[config.mk]
export PLATFORM = sky130hd
export DESIGN_NAME = scalar_writeback_arbiter_flat
export DESIGN_NICKNAME = d
export VERILOG_FILES = /design/src/rtl/scalar_writeback_arbiter_if.sv /design/src/rtl/scalar_writeback_arbiter.sv /design/src/flat_wrapper.sv
export SDC_FILE = /design/constraint.sdc
export NUM_CORES = 1
export LEC_CHECK = 0
export BUFFER_PORTS_ARGS = -buffer_cell sky130_fd_sc_hd__clkbuf_2
export CAP_MARGIN = 40
export CORE_MARGIN = 3
export CORE_UTILIZATION = 45
export CTS_BUF_LIST = sky130_fd_sc_hd__clkbuf_2
export DETAILED_ROUTE_END_ITERATION = 12
export GPL_ROUTABILITY_DRIVEN = 1
export PLACE_DENSITY = 0.67
export SLEW_MARGIN = 25
export SYNTH_ARGS = -nofsm -noshare
export SYNTH_HDL_FRONTEND = slang
export SYNTH_SLANG_ARGS = --single-unit
[constraint.sdc]
create_clock -name clk -period 2.9 [get_ports clk]
set_input_delay 0.29 -clock clk [delete_from_list [all_inputs] [get_ports clk]]
set_output_delay 0.29 -clock clk [all_outputs]
set_load 0.05 [all_outputs]
[src/rtl/scalar_writeback_arbiter_if.sv]
// Write-port arbitration bus: pipeline writeback, memory fill handshake and register-file write.
// master = pipeline/memory side, slave = arbiter.
interface scalar_writeback_arbiter_if;
    logic        wb_valid_i;
    logic [6:0]  wb_reg_i;
    logic [31:0] wb_value_i;
    logic        fill_valid_i;
    logic        fill_ready_o;
    logic [6:0]  fill_reg_i;
    logic [31:0] fill_value_i;
    logic        stall_o;
    logic        rf_write_enable_o;
    logic [6:0]  rf_write_reg_o;
    logic [31:0] rf_write_value_o;
    logic        protocol_err_o;

    modport master (
        output wb_valid_i, wb_reg_i, wb_value_i,
        output fill_valid_i, fill_reg_i, fill_value_i,
        input  fill_ready_o, stall_o, protocol_err_o,
        input  rf_write_enable_o, rf_write_reg_o, rf_write_value_o
    );

    modport slave (
        input  wb_valid_i, wb_reg_i, wb_value_i,
        input  fill_valid_i, fill_reg_i, fill_value_i,
        output fill_ready_o, stall_o, protocol_err_o,
        output rf_write_enable_o, rf_write_reg_o, rf_write_value_o
    );
endinterface

[src/rtl/scalar_writeback_arbiter.sv]
// Shares the scalar register-file write port between pipeline writeback and buffered memory fills.
// Optional feature macro WB_ARB_FILL_BYPASS_EN: a fill into an idle, empty arbiter is written in the same cycle.
module scalar_writeback_arbiter #(
    parameter int unsigned FILL_FIFO_DEPTH = 4,
    parameter int unsigned STARVE_LIMIT    = 8
) (
    input  logic                         clk,
    input  logic                         reset,
    scalar_writeback_arbiter_if.slave    bus
);
    localparam int unsigned REG_W    = 7;
    localparam int unsigned DATA_W   = 32;
    localparam int unsigned PTR_W    = $clog2(FILL_FIFO_DEPTH);
    localparam int unsigned CNT_W    = PTR_W + 1;
    localparam int unsigned STARVE_W = $clog2(STARVE_LIMIT + 1);

    logic [REG_W-1:0]           fifo_reg [FILL_FIFO_DEPTH];
    logic [DATA_W-1:0]          fifo_val [FILL_FIFO_DEPTH];
    logic [FILL_FIFO_DEPTH-1:0] fifo_live;
    logic [PTR_W-1:0]           wr_ptr;
    logic [PTR_W-1:0]           rd_ptr;
    logic [CNT_W-1:0]           count;
    logic [STARVE_W-1:0]        starve_cnt;
    logic                       stall_q;
    logic                       fill_ready_q;
    logic                       err_q;

    logic                       empty_c;
    logic                       stall_grant_c;
    logic                       wb_grant_c;
    logic                       pop_c;
    logic                       accept_c;
    logic                       bypass_c;
    logic                       push_c;
    logic                       push_live_c;
    logic                       starve_hit_c;
    logic [CNT_W-1:0]           count_next_c;
    logic [FILL_FIFO_DEPTH-1:0] squash_c;
    logic [FILL_FIFO_DEPTH-1:0] live_next_c;
    logic                       rf_we_c;
    logic [REG_W-1:0]           rf_reg_c;
    logic [DATA_W-1:0]          rf_val_c;

    // Grant: a pending forced drain beats writeback, writeback beats an ordinary drain.
    assign empty_c       = (count == '0);
    assign stall_grant_c = stall_q & ~empty_c;
    assign wb_grant_c    = bus.wb_valid_i & ~stall_grant_c;
    assign pop_c         = stall_grant_c | (~bus.wb_valid_i & ~empty_c);
    assign accept_c      = bus.fill_valid_i & fill_ready_q;

`ifdef WB_ARB_FILL_BYPASS_EN
    assign bypass_c = accept_c & empty_c & ~bus.wb_valid_i & ~stall_q;
`else
    assign bypass_c = 1'b0;
`endif

    assign push_c       = accept_c & ~bypass_c;
    // A fill accepted alongside a writeback to the same register is older than that writeback.
    assign push_live_c  = ~(wb_grant_c && (bus.fill_reg_i == bus.wb_reg_i));
    assign count_next_c = count + CNT_W'(push_c) - CNT_W'(pop_c);
    assign starve_hit_c = wb_grant_c & ~empty_c &
                          (starve_cnt == STARVE_W'(STARVE_LIMIT - 1));

    for (genvar g = 0; g < FILL_FIFO_DEPTH; g++) begin : g_squash
        assign squash_c[g] = wb_grant_c && (fifo_reg[g] == bus.wb_reg_i);
    end

    always_comb begin
        live_next_c = fifo_live & ~squash_c;
        if (push_c) begin
            live_next_c[wr_ptr] = push_live_c;
        end
    end

    // Register-file write mux; squashed heads drain with the write enable low.
    always_comb begin
        rf_we_c  = 1'b0;
        rf_reg_c = '0;
        rf_val_c = '0;
        if (!reset) begin
            if (pop_c) begin
                rf_we_c  = fifo_live[rd_ptr];
                rf_reg_c = fifo_reg[rd_ptr];
                rf_val_c = fifo_val[rd_ptr];
            end else if (wb_grant_c) begin
                rf_we_c  = 1'b1;
                rf_reg_c = bus.wb_reg_i;
                rf_val_c = bus.wb_value_i;
            end else if (bypass_c) begin
                rf_we_c  = 1'b1;
                rf_reg_c = bus.fill_reg_i;
                rf_val_c = bus.fill_value_i;
            end
        end
    end

    // Fill payload storage; validity is tracked separately in fifo_live.
    always_ff @(posedge clk) begin
        if (push_c) begin
            fifo_reg[wr_ptr] <= bus.fill_reg_i;
            fifo_val[wr_ptr] <= bus.fill_value_i;
        end
    end

    // Pointers, occupancy, starvation tracking and status flags.
    always_ff @(posedge clk or posedge reset) begin
        if (reset) begin
            fifo_live    <= '0;
            wr_ptr       <= '0;
            rd_ptr       <= '0;
            count        <= '0;
            starve_cnt   <= '0;
            stall_q      <= 1'b0;
            fill_ready_q <= 1'b0;
            err_q        <= 1'b0;
        end else begin
            fifo_live    <= live_next_c;
            count        <= count_next_c;
            fill_ready_q <= (count_next_c != CNT_W'(FILL_FIFO_DEPTH));
            stall_q      <= starve_hit_c;
            if (push_c) begin
                wr_ptr <= wr_ptr + PTR_W'(1);
            end
            if (pop_c) begin
                rd_ptr <= rd_ptr + PTR_W'(1);
            end
            if (empty_c || pop_c || starve_hit_c) begin
                starve_cnt <= '0;
            end else if (wb_grant_c) begin
                starve_cnt <= starve_cnt + STARVE_W'(1);
            end
            if (bus.wb_valid_i && stall_q) begin
                err_q <= 1'b1;
            end
        end
    end

    assign bus.fill_ready_o      = fill_ready_q;
    assign bus.stall_o           = stall_q;
    assign bus.protocol_err_o    = err_q;
    assign bus.rf_write_enable_o = rf_we_c;
    assign bus.rf_write_reg_o    = rf_reg_c;
    assign bus.rf_write_value_o  = rf_val_c;
endmodule

[src/flat_wrapper.sv]
// flat-port wrapper written by rule: the top's interface ports become plain ports
module scalar_writeback_arbiter_flat 
#(
    parameter int unsigned FILL_FIFO_DEPTH = 4,
    parameter int unsigned STARVE_LIMIT    = 8
)
  (clk, reset, bus_wb_valid_i, bus_wb_reg_i, bus_wb_value_i, bus_fill_valid_i, bus_fill_reg_i, bus_fill_value_i, bus_fill_ready_o, bus_stall_o, bus_protocol_err_o, bus_rf_write_enable_o, bus_rf_write_reg_o, bus_rf_write_value_o);
  scalar_writeback_arbiter_if bus_i ();
  input  logic clk;
  input  logic reset;
  input wire logic [$bits(bus_i.wb_valid_i)-1:0] bus_wb_valid_i;
  input wire logic [$bits(bus_i.wb_reg_i)-1:0] bus_wb_reg_i;
  input wire logic [$bits(bus_i.wb_value_i)-1:0] bus_wb_value_i;
  input wire logic [$bits(bus_i.fill_valid_i)-1:0] bus_fill_valid_i;
  input wire logic [$bits(bus_i.fill_reg_i)-1:0] bus_fill_reg_i;
  input wire logic [$bits(bus_i.fill_value_i)-1:0] bus_fill_value_i;
  output wire logic [$bits(bus_i.fill_ready_o)-1:0] bus_fill_ready_o;
  output wire logic [$bits(bus_i.stall_o)-1:0] bus_stall_o;
  output wire logic [$bits(bus_i.protocol_err_o)-1:0] bus_protocol_err_o;
  output wire logic [$bits(bus_i.rf_write_enable_o)-1:0] bus_rf_write_enable_o;
  output wire logic [$bits(bus_i.rf_write_reg_o)-1:0] bus_rf_write_reg_o;
  output wire logic [$bits(bus_i.rf_write_value_o)-1:0] bus_rf_write_value_o;
  assign bus_i.wb_valid_i = bus_wb_valid_i;
  assign bus_i.wb_reg_i = bus_wb_reg_i;
  assign bus_i.wb_value_i = bus_wb_value_i;
  assign bus_i.fill_valid_i = bus_fill_valid_i;
  assign bus_i.fill_reg_i = bus_fill_reg_i;
  assign bus_i.fill_value_i = bus_fill_value_i;
  assign bus_fill_ready_o = bus_i.fill_ready_o;
  assign bus_stall_o = bus_i.stall_o;
  assign bus_protocol_err_o = bus_i.protocol_err_o;
  assign bus_rf_write_enable_o = bus_i.rf_write_enable_o;
  assign bus_rf_write_reg_o = bus_i.rf_write_reg_o;
  assign bus_rf_write_value_o = bus_i.rf_write_value_o;
  scalar_writeback_arbiter #(.FILL_FIFO_DEPTH(FILL_FIFO_DEPTH), .STARVE_LIMIT(STARVE_LIMIT)) u_core (.clk(clk), .reset(reset), .bus(bus_i));
endmodule
==> metrics.txt <==
# TYPE chip_impl_metric gauge
chip_impl_metric{name="fin_worst_skew",unit="ns"} 0.0192
chip_impl_metric{name="mappedNetlistArea",unit="um^2"} 7590
chip_impl_metric{name="grt_pass1_vias",unit=""} 4974
chip_impl_metric{name="post_route_cells_drive_above_1_share",unit="%"} 37.3
chip_impl_metric{name="grt_overflow_total",unit=""} 0
chip_impl_metric{name="floorplan.die_area",unit="um^2"} 18500
chip_impl_info{name="synth_largest_area_cell",value="edfxtp_1"} 1
chip_impl_metric{name="yosysWarnings",unit=""} 0
chip_impl_metric{name="synth_cell_types",unit=""} 36
chip_impl_metric{name="largest_net_degree_at_the_start_of_global_routing",unit=""} 41
chip_impl_metric{name="dpl.cell_count",unit=""} 787
chip_impl_metric{name="timing.max_slew.rel_slack",unit="%"} 56.3
chip_impl_metric{name="synth_seq_cells",unit=""} 174
chip_impl_metric{name="max_cap_violations",unit=""} 0
chip_impl_info{name="synth_area_leaders",value="edfxtp_1, mux4_2, dfrtp_1, xnor2_1, nand3_1"} 1
chip_impl_metric{name="final_cells",unit=""} 869
chip_impl_metric{name="totalPowerFinal",unit="W"} 0.00796
chip_impl_metric{name="final_area",unit="um^2"} 9720
chip_impl_metric{name="vias_per_cell",unit=""} 5.33
chip_impl_metric{name="totalNegativeSetupSlack",unit="ns"} 0
chip_impl_metric{name="synth_fp_nets",unit=""} 559
chip_impl_metric{name="timing.fmax",unit="MHz"} 359
chip_impl_info{name="highest-signal-layer",value="met4"} 1
chip_impl_metric{name="detailed_route_wl",unit="mm"} 17.2
chip_impl_info{name="rsz0062_at_grt",value="yes"} 1
chip_impl_metric{name="top_cell_type_s_share_of_synthesized_area",unit="%"} 61.7
chip_impl_metric{name="largest_reg_flops",unit=""} 128
chip_impl_metric{name="finalHoldViolations",unit=""} 0
chip_impl_info{name="ys_dominant_reg_cell",value="edfxtp_1"} 1
chip_impl_info{name="hold_class",value="primary input to flop"} 1
chip_impl_metric{name="routedWlPerCell",unit="um"} 19.8
chip_impl_metric{name="post-dp-hpwl",unit="mm"} 10.5
chip_impl_metric{name="grt_util_all_layers",unit="%"} 19.6
chip_impl_info{name="status",value="finished, final reports clean"} 1
chip_impl_info{name="clock_tree_from_tritoncts",value="built"} 1
chip_impl_metric{name="drt_iter0_markers",unit=""} 303
chip_impl_metric{name="synth_seq_area_share",unit="%"} 67.6
chip_impl_metric{name="place_area",unit="um^2"} 8820
chip_impl_metric{name="num-nets-final",unit=""} 729
chip_impl_info{name="synth_common_cells",value="edfxtp_1, nand2_1, nand3_1"} 1
chip_impl_metric{name="clock_path_buffers",unit=""} 2
chip_impl_metric{name="gp_routability_congestion",unit=""} 0.786
chip_impl_metric{name="wl_met2",unit="mm"} 9.14
chip_impl_metric{name="clk_pin_slew_worst_paths",unit="ns"} 0.22
chip_impl_metric{name="finalCriticalPeriod",unit="ns"} 2.79
chip_impl_metric{name="dieWidth",unit="um"} 136
chip_impl_info{name="most_frequent_cell_after_synthesis",value="edfxtp_1"} 1
chip_impl_metric{name="first_pass_iters",unit=""} 4
chip_impl_metric{name="synth_edf_count",unit=""} 156
chip_impl_metric{name="port_bufs",unit=""} 124
chip_impl_metric{name="power_density",unit="nW/um^2"} 819
chip_impl_metric{name="die_height",unit="um"} 136
chip_impl_info{name="setup.worst_path.class",value="flop to output pin"} 1
chip_impl_metric{name="worst_pin_slew",unit="ns"} 0.655
chip_impl_metric{name="vdd.ir_drop.worst",unit="uV"} 367
chip_impl_metric{name="insertion_delay_of_the_later_clocked_pin_in_the_worst_skew_pair",unit="ns"} 0.71
chip_impl_metric{name="initial_utilization",unit="%"} 46.9
chip_impl_metric{name="critPathArrivalTime",unit="ns"} 2.50
chip_impl_metric{name="via_count",unit=""} 4635
chip_impl_info{name="root_buffer",value="clkbuf_2"} 1
chip_impl_metric{name="critical_path_required",unit="ns"} 2.61
chip_impl_metric{name="syn-mean-instance-area",unit="um^2"} 16.2
chip_impl_metric{name="drtAntennaViolNets",unit=""} 0
chip_impl_metric{name="cts_max_level",unit=""} 4
chip_impl_metric{name="leakage",unit="nW"} 3.46
chip_impl_metric{name="cts_made_buffers",unit=""} 17
chip_impl_metric{name="antenna_found_initial",unit=""} 1
chip_impl_info{name="timing.critical_path.to_type",value="output pin"} 1
chip_impl_metric{name="rows",unit=""} 46
chip_impl_metric{name="remaining_drc_errors",unit=""} 0
chip_impl_metric{name="finalCritPeriodShare",unit="%"} 96.1
chip_impl_metric{name="m1WireLength",unit="mm"} 7.16
chip_impl_metric{name="area_growth",unit="%"} 28.0
chip_impl_metric{name="design.core.area",unit="um^2"} 16200
chip_impl_metric{name="route.met3.wl",unit="um"} 636
chip_impl_metric{name="io-pin-count",unit=""} 125
chip_impl_metric{name="synth-async-reset-ratio",unit="%"} 10.3
chip_impl_metric{name="fin_worst_hold_slack",unit="ns"} 0.147
chip_impl_metric{name="path_max_fanout",unit=""} 19
chip_impl_metric{name="cts.sinks",unit=""} 174
chip_impl_metric{name="setup_viol_count_final",unit=""} 0
chip_impl_info{name="worst_setup_sp_type",value="flop"} 1
chip_impl_metric{name="grt_pass1_wl",unit="mm"} 26.8
chip_impl_metric{name="synth_cells",unit=""} 469
chip_impl_metric{name="slew_violations",unit=""} 0
[cells in the final DEF, fill, tap and decap left out, types with 2 or more instances in the layout]
cell and instances:
a21oi_1 19, a21oi_2 18, a21oi_4 2, and3_2 4
buf_12 32, buf_16 2, buf_4 21, bufinv_16 2
clkbuf_2 102, clkinv_1 6, clkinv_2 3, clkinvlp_4 3
dfrtp_1 16, dfrtp_4 2, dlygate4sd3_1 42, edfxtp_1 156
ha_1 7, inv_1 8, mux2i_1 4, mux4_2 40
nand2_1 43, nand3_1 39, nand3_2 4, nand3b_1 2
nand4_1 4, nor2_1 5, nor3_1 2, o31ai_1 4
xnor2_1 41
[worst paths after layout]
kind,start,end,slack (ns),cells past startpoint
worst max-delay path,u_core.count[2],bus_rf_write_value_o[24],0.11,6
min in group asynchronous,reset,u_core.rd_ptr[1],0.60,4
worst min-delay path,bus_wb_reg_i[2],u_core.fifo_live[2],0.15,5
worst max register to register,u_core.count[2],u_core.bus.fill_ready_o,0.48,10
worst min register to register,u_core.starve_cnt[0],u_core.starve_cnt[0],0.49,1
max in group asynchronous,reset,u_core.bus.fill_ready_o,1.96,5
[per-layer routing]
layer	up-vias	global-route usage, %
li1	2144	-
met2	117	33.8
met4	0	6.05
met3	26	4.11
met5	-	0
met1	2348	25.3
[cell families (layout without fill, tap and decap cells)]
kind of cell	Yosys count	in the layout	share of synthesized area [%]
flip-flops	174	174	67.6
other	0	1	0
AND/OR/NAND/NOR	110	110	6.99
AO/OA/AOI/OAI	49	49	3.49
XOR/XNOR	41	41	4.73
adder cells (fa/ha/maj)	8	8	1.42
buffers and inverters	43	226	3.35
multiplexers	44	44	12.4
[report_power, final]
part	switching [W]	internal, W	leakage [nW]
Sequential	0.000237	0.00327	1.64
Combinational	0.00178	0.00154	1.70
Clock	0.000768	0.000372	0.125
Total	0.00278	0.00518	3.46
[stage by stage]
step / utilization (%) / setup WS, ns
global placement: 54.4 / 0.596
detailed placement: 54.5 / 0.547
floorplan: - / 0.329
CTS: 59.1 / 0.0329
global route: 60.1 / -0.0735
finish: 60.1 / 0.114
[layout make-up]
cell class	instances	area, um^2
multi-input combinational	252	2320
clock inverter	15	129
timing repair buffer	185	1730
tap	216	270
fill	1255	6450
antenna	1	2.50
inverter	9	33.8
sequential	174	5140
clock buffer	17	85.1
[worst max-delay path, cell delays in order, from the launching register on]
cell and delay (ns):
dfrtp_1 0.45, or3_4 0.43, nand2b_4 0.15, buf_16 0.20
nand3_1 0.09, a21oi_1 0.27, buf_12 0.18
[repair_timing]
action,in CTS,in global routing
pin swaps,1,3
endpoints found under the hold margin,162,2
gates resized for setup,17,54
setup endpoints to repair,39,39
gates cloned,1,0
hold buffers,41,1
setup buffers,4,1
Power figures use the tool's default switching activity.
